==> src/rtl/pwm_pkg.sv <==
// Shared definitions for the PWM generator: default widths and period,
// the clamp-stage upper limit, dead-time default and the run-state encoding.
// Optional dead-time insertion is selected with the PWM_DEADTIME_EN macro.
package pwm_pkg;

   localparam int CNT_W_DEF    = 16;
   localparam int PERIOD_DEF   = 32768;
   localparam int UMAX         = 32767;   // upper limit of the upstream clamp
   localparam int DEAD_CYC_DEF = 8;

   typedef enum logic {
      IDLE = 1'b0,
      RUN  = 1'b1
   } state_t;

endpackage

==> src/rtl/pwm_deadtime.sv <==
// Dead-time insertion for the complementary drive pair. Every change of the
// base waveform blanks both outputs for DEAD_CYC cycles before the newly
// active side is driven, so a phase no longer than DEAD_CYC never produces a
// pulse and the two outputs are never high together. Used only when
// PWM_DEADTIME_EN is defined. DEAD_CYC must be at least 1.
module pwm_deadtime #(
   parameter int DEAD_CYC = 8
) (
   input  logic clk,
   input  logic reset_b,
   input  logic en,
   input  logic base,
   output logic hi,
   output logic lo
);

   localparam int DW = (DEAD_CYC > 1) ? $clog2(DEAD_CYC) : 1;

   logic          prev_q, prev_d;
   logic [DW-1:0] dcnt_q, dcnt_d;
   logic          hi_q, hi_d;
   logic          lo_q, lo_d;

   // Restart the blanking count on each base edge, pass the settled level through afterwards
   always_comb begin
      prev_d = base;
      dcnt_d = dcnt_q;
      hi_d   = 1'b0;
      lo_d   = 1'b0;
      if (!en) begin
         prev_d = 1'b0;
         dcnt_d = '0;
      end else if (base != prev_q) begin
         dcnt_d = DW'(DEAD_CYC - 1);
      end else if (dcnt_q != '0) begin
         dcnt_d = dcnt_q - DW'(1);
      end else begin
         hi_d = prev_q;
         lo_d = !prev_q;
      end
   end

   // Blanking state and registered drive pair
   always_ff @(posedge clk or negedge reset_b) begin
      if (!reset_b) begin
         prev_q <= 1'b0;
         dcnt_q <= '0;
         hi_q   <= 1'b0;
         lo_q   <= 1'b0;
      end else begin
         prev_q <= prev_d;
         dcnt_q <= dcnt_d;
         hi_q   <= hi_d;
         lo_q   <= lo_d;
      end
   end

   assign hi = hi_q;
   assign lo = lo_q;

endmodule

==> src/rtl/pwm_generator.sv <==
// Fixed-frequency PWM generator fed by the PI clamp stage. Duty words are
// captured at any time into a pending register and moved into the shadow
// register only at a period boundary, so every period is whole. Outputs are
// registered. Define PWM_DEADTIME_EN to insert dead time between the
// complementary outputs.
//
// Input handshake: data_valid is a single-cycle strobe with no back-pressure;
// data_in is taken on every clock edge where data_valid is 1.
module pwm_generator
   import pwm_pkg::*;
#(
   parameter int CNT_W    = CNT_W_DEF,
   parameter int PERIOD   = PERIOD_DEF,
   parameter int DEAD_CYC = DEAD_CYC_DEF
) (
   input  logic             clk,
   input  logic             reset_b,
   input  logic             enable,
   input  logic [CNT_W-1:0] data_in,
   input  logic             data_valid,
   output logic             pwm_out,
   output logic             pwm_out_n,
   output logic             period_start,
   output logic [CNT_W-1:0] duty_active,
   output logic             dbg_state
);

   localparam logic [CNT_W:0]   PERIOD_W = (CNT_W + 1)'(PERIOD);
   localparam logic [CNT_W-1:0] TERM     = CNT_W'(PERIOD - 1);

   if (PERIOD < 2 || PERIOD > 2 ** CNT_W || DEAD_CYC < 1 || 2 ** CNT_W <= UMAX) begin : g_bad_param
      $error("pwm_generator: illegal CNT_W/PERIOD/DEAD_CYC combination");
   end

   state_t           state_q, state_d;
   logic [CNT_W-1:0] cnt_q, cnt_d;
   logic [CNT_W-1:0] duty_pend_q, duty_pend_d;
   logic             pend_q, pend_d;
   logic [CNT_W-1:0] duty_sh_q, duty_sh_d;
   logic             period_start_q, period_start_d;
   logic             run_now, terminal, load, base;
   logic [CNT_W:0]   applied;

   // Run/idle sequencing; a dropped enable stops the counter immediately
   always_comb begin
      state_d = state_q;
      case (state_q)
         IDLE:    if (enable)  state_d = RUN;
         RUN:     if (!enable) state_d = IDLE;
         default: state_d = IDLE;
      endcase
      run_now  = (state_q == RUN) && enable;
      terminal = (cnt_q == TERM);
      load     = ((state_q == IDLE) && enable) || (run_now && terminal);
      cnt_d    = '0;
      if (run_now) cnt_d = terminal ? '0 : cnt_q + CNT_W'(1);
   end

   // Duty double buffer: strobes land in pending; boundaries move them to shadow
   always_comb begin
      duty_pend_d = duty_pend_q;
      pend_d      = pend_q;
      duty_sh_d   = duty_sh_q;
      if (load) begin
         if (data_valid) begin
            duty_sh_d = data_in;          // coincident strobe bypasses pending
            pend_d    = 1'b0;
         end else if (pend_q) begin
            duty_sh_d = duty_pend_q;
            pend_d    = 1'b0;
         end
      end else if (data_valid) begin
         duty_pend_d = data_in;           // last strobe in a period wins
         pend_d      = 1'b1;
      end
   end

   // Saturating compare of the counter against the applied duty
   always_comb begin
      applied        = ({1'b0, duty_sh_q} >= PERIOD_W) ? PERIOD_W : {1'b0, duty_sh_q};
      base           = run_now && ({1'b0, cnt_q} < applied);
      period_start_d = run_now && (cnt_q == '0);
   end

   // Sequencer, counter, duty buffers and period strobe
   always_ff @(posedge clk or negedge reset_b) begin
      if (!reset_b) begin
         state_q        <= IDLE;
         cnt_q          <= '0;
         duty_pend_q    <= '0;
         pend_q         <= 1'b0;
         duty_sh_q      <= '0;
         period_start_q <= 1'b0;
      end else begin
         state_q        <= state_d;
         cnt_q          <= cnt_d;
         duty_pend_q    <= duty_pend_d;
         pend_q         <= pend_d;
         duty_sh_q      <= duty_sh_d;
         period_start_q <= period_start_d;
      end
   end

`ifdef PWM_DEADTIME_EN
   logic dt_hi, dt_lo;

   pwm_deadtime #(
      .DEAD_CYC (DEAD_CYC)
   ) u_deadtime (
      .clk     (clk),
      .reset_b (reset_b),
      .en      (run_now),
      .base    (base),
      .hi      (dt_hi),
      .lo      (dt_lo)
   );

   assign pwm_out   = dt_hi;
   assign pwm_out_n = dt_lo;
`else
   logic pwm_q, pwm_d, pwm_n_q, pwm_n_d;

   // Plain complementary drive, both low while idle
   always_comb begin
      pwm_d   = base;
      pwm_n_d = run_now && !base;
   end

   // Registered drive pair
   always_ff @(posedge clk or negedge reset_b) begin
      if (!reset_b) begin
         pwm_q   <= 1'b0;
         pwm_n_q <= 1'b0;
      end else begin
         pwm_q   <= pwm_d;
         pwm_n_q <= pwm_n_d;
      end
   end

   assign pwm_out   = pwm_q;
   assign pwm_out_n = pwm_n_q;
`endif

   assign period_start = period_start_q;
   assign duty_active  = duty_sh_q;
   assign dbg_state    = state_q;

endmodule

==> config.mk <==
export PLATFORM = sky130hd
export DESIGN_NAME = pwm_generator
export DESIGN_NICKNAME = d
export VERILOG_FILES = /design/src/rtl/pwm_pkg.sv /design/src/rtl/pwm_deadtime.sv /design/src/rtl/pwm_generator.sv
export SDC_FILE = /design/constraint.sdc
export NUM_CORES = 1
export LEC_CHECK = 0
export BUFFER_PORTS_ARGS = -buffer_cell sky130_fd_sc_hd__clkbuf_2
export CORE_ASPECT_RATIO = 0.7
export CORE_UTILIZATION = 64
export CTS_BUF_LIST = sky130_fd_sc_hd__clkbuf_2 sky130_fd_sc_hd__clkbuf_4 sky130_fd_sc_hd__clkbuf_8
export CTS_CLUSTER_DIAMETER = 60
export DETAILED_ROUTE_END_ITERATION = 6
export PLACE_DENSITY = 0.88
export REMOVE_ABC_BUFFERS = 1
export SETUP_SLACK_MARGIN = 0.4
export SYNTH_ARGS = -nofsm -noshare
export SYNTH_HDL_FRONTEND = slang
export SYNTH_SLANG_ARGS = --single-unit
==> constraint.sdc <==
create_clock -name clk -period 4.9 [get_ports clk]
set_input_delay 0.49 -clock clk [delete_from_list [all_inputs] [get_ports clk]]
set_output_delay 0.49 -clock clk [all_outputs]
set_load 0.02 [all_outputs]
==> impl_metrics.tcl <==
set metrics [dict create \
    dp.cells 325 \
    antenna_found_initial 0 \
    clk_pin_slew_worst_paths_ps 90 \
    drc 0 \
    fmax_ghz 0.4248 \
    io-pin-count 40 \
    min_period_ps 2354 \
    worstPathRequired_ps 5150 \
    grt_pass1_wl_microns 9515 \
    cts_resized 0 \
    vdd_ir_drop_max_mv 0.2488 \
    yosysUniqueCellTypes 46 \
    synth_xor_area_share_pct 3.780 \
    cts_root_buf "clkbuf_8" \
    coreArea_sq_um 4041 \
    switching_share_pct 30.53 \
    met2_length_microns 2650 \
    p_per_area_nw_per_um2 326.3 \
    final_common_cell "dfrtp_1" \
    port_buffers 39 \
    drv_slew 0 \
    met1_length_microns 2817 \
    hold_class "input pin to asynchronous set/reset pin" \
    synth_adder_area_share_pct 7.651 \
    worst_slew_margin_rel_pct 36.51 \
    clk_path_buf_depth 2 \
    synth_top_family_by_area "simple AND/OR/NAND/NOR gates" \
    ys.flop_type "dfrtp_1" \
    worst_setup_path_start_kind "flop" \
    die_h_microns 57.15 \
    start_util_pct 68.79 \
    ys_ff_latch 53 \
    ff2ff_path_depth 6 \
    max-cap-violations 0 \
    diodes 0 \
    leakage_uw 0.001432 \
    seq_area_frac_synth_pct 47.70 \
    holdWs_ps 285.4 \
    p_int_uw 696.2 \
    ctsHoldBuffers 0 \
    crit_arrival_ps 2600 \
    fin_crit_sh_pct 48.05 \
    route.met3.wl_microns 340 \
    clk_latency_ps 300 \
    grt_setup_unrepaired "false" \
    synth_area_sq_um 2780 \
    critPathCaptureType "flop" \
    syn_area_per_cell_sq_um 11.44 \
    switching_power_uw 306.0 \
    synth_simple_gate_area_share_pct 18.09 \
    combPwrFrac_pct 23.3 \
    overflow 0 \
    synth.area.mux_share_pct 7.831 \
    mostFrequentLayoutCells "53 x dfrtp_1, 39 x clkbuf_2, 23 x nand2_1, 18 x nor2_1" \
    area_delta_synth_final_pct 10.49 \
    place_hpwl_microns 4144 \
    drive_gt1_share_pct 30.25 \
    setup-violations-final 0 \
    cts_tree "done" \
    die-area_sq_um 4616 \
    synth_edf_count 0 \
    p_seq_share_pct 51.8 \
    final_cells 333 \
    post-cts-setup-buffer-count 0 \
    status "finished, final reports clean" \
    htree_levels 2 \
    clock_sinks 53 \
    via_per_inst 6.204 \
    top_layer "met4" \
    worst_slew_pin_slew_ps 952.3 \
    yosysWarnings 0 \
    drtIter0Drc 125 \
    worstPathMaxFanout 15 \
    wirelength_microns 5857 \
    finalNetCount 317 \
    tns_ps 0 \
    hold_viol_final 0 \
    path_class "flop to flop" \
    drt-wirelength-per-cell_microns 17.59 \
    first_global_vias 1886 \
    final_cell_area_sq_um 3072 \
    num_vias 2066 \
    firstDrtPassIters 4 \
    synth_compound_area_share_pct 11.84 \
    rows 19 \
    grt_usage_pct 27.75 \
    ant_nets 0 \
    grt_max_degree 54 \
    dpl_cell_area_sq_um 2980 \
    synthArstFlopShare_pct 100.0 \
    syn_inst 243 \
    clkPwrFrac_pct 24.8 \
    place_congestion 0.8604 \
    skew_ps 8.859 \
    cts_made_buffers 5 \
    die_x_microns 80.78 \
]
-- worst paths after layout --
kind                       slack (ps)        endpoint            from
max                              2550  duty_active[3]        cnt_q[0]
min                               290       pwm_out_n         reset_b
max reg2reg                      2550  duty_active[3]        cnt_q[0]
min reg2reg                       510  duty_pend_q[1]  duty_pend_q[1]
max in group asynchronous        4140        cnt_q[0]         reset_b
min in group clk                  380       dbg_state          enable
-- per-layer routing --
layer | up-vias | global-route usage [%]
met1 | 1027 | 44.09
met4 | 0 | 7.908
met5 | - | 0
met3 | 7 | 5.120
met2 | 67 | 38.74
li1 | 965 | -
-- through the flow --
step	power, uW	util, %	setup WS, ps
after floorplan	674.2	-	2958
after global routing	1051	76.01	2363
after detailed placement	759.6	73.75	2584
final	1002	76.01	2546
after CTS	1006	76.01	2573
after global placement	748.6	73.75	2696
-- flip-flops by register name (all words and copies together) (netlist names) --
name          flops
cnt_q            16
pwm_out_n         1
period_start      1
pwm_out           1
pend_q            1
dbg_state         1
duty_active      16
duty_pend_q      16
-- power groups by stage --
stage               combinational, uW  clock [uW]  sequential, uW
floorplan                         123           0             552
global placement                  222           0             527
detailed placement                232           0             528
CTS                               235         252             519
global route                      257         268             525
finish                            234         249             520
-- synthesized netlist by cell type (3+ instances only) --
| library cell | instances | area share, % |
|---|---|---|
| dfrtp_1 | 53 | 48 |
| nand2_1 | 23 | 3.1 |
| nor2_1 | 18 | 2.4 |
| ha_1 | 17 | 7.7 |
| or3_1 | 17 | 3.8 |
| o221a_2 | 14 | 5.7 |
| mux2_4 | 10 | 5.4 |
| xor2_1 | 10 | 3.2 |
| a21oi_1 | 8 | 1.4 |
| nand3_1 | 7 | 1.3 |
| mux2_2 | 6 | 2.4 |
| inv_1 | 5 | 0.68 |
| clkbuf_1 | 4 | 0.54 |
| nand4_1 | 4 | 0.90 |
| o21ai_0 | 4 | 0.72 |
| and2_1 | 3 | 0.68 |
| and4_1 | 3 | 0.95 |
| and4_4 | 3 | 1.2 |
-- cells by family after synthesis --
group | after synthesis
buffers and inverters | 15
flip-flops | 53
adder cells (fa/ha/maj) | 17
AO/OA/AOI/OAI | 38
XOR/XNOR | 12
AND/OR/NAND/NOR | 92
multiplexers | 16
-- worst max-delay path: stages (launching register included) --
cell and delay, ps:
dfrtp_1 430, ha_1 310, and4b_1 260, and3_1 190
a22oi_1 710, or3_1 220, o221a_2 170
-- final cells by class --
class                      instances  area [sq um]
multi-input combinational        175          1368
sequential                        53          1326
fill                             261         969.7
timing repair buffer              40         202.7
clock buffer                       6         76.32
tap                               52         65.06
inverter                           5         18.77
clock inverter                     2         15.01
Power figures use the tool's default switching activity.
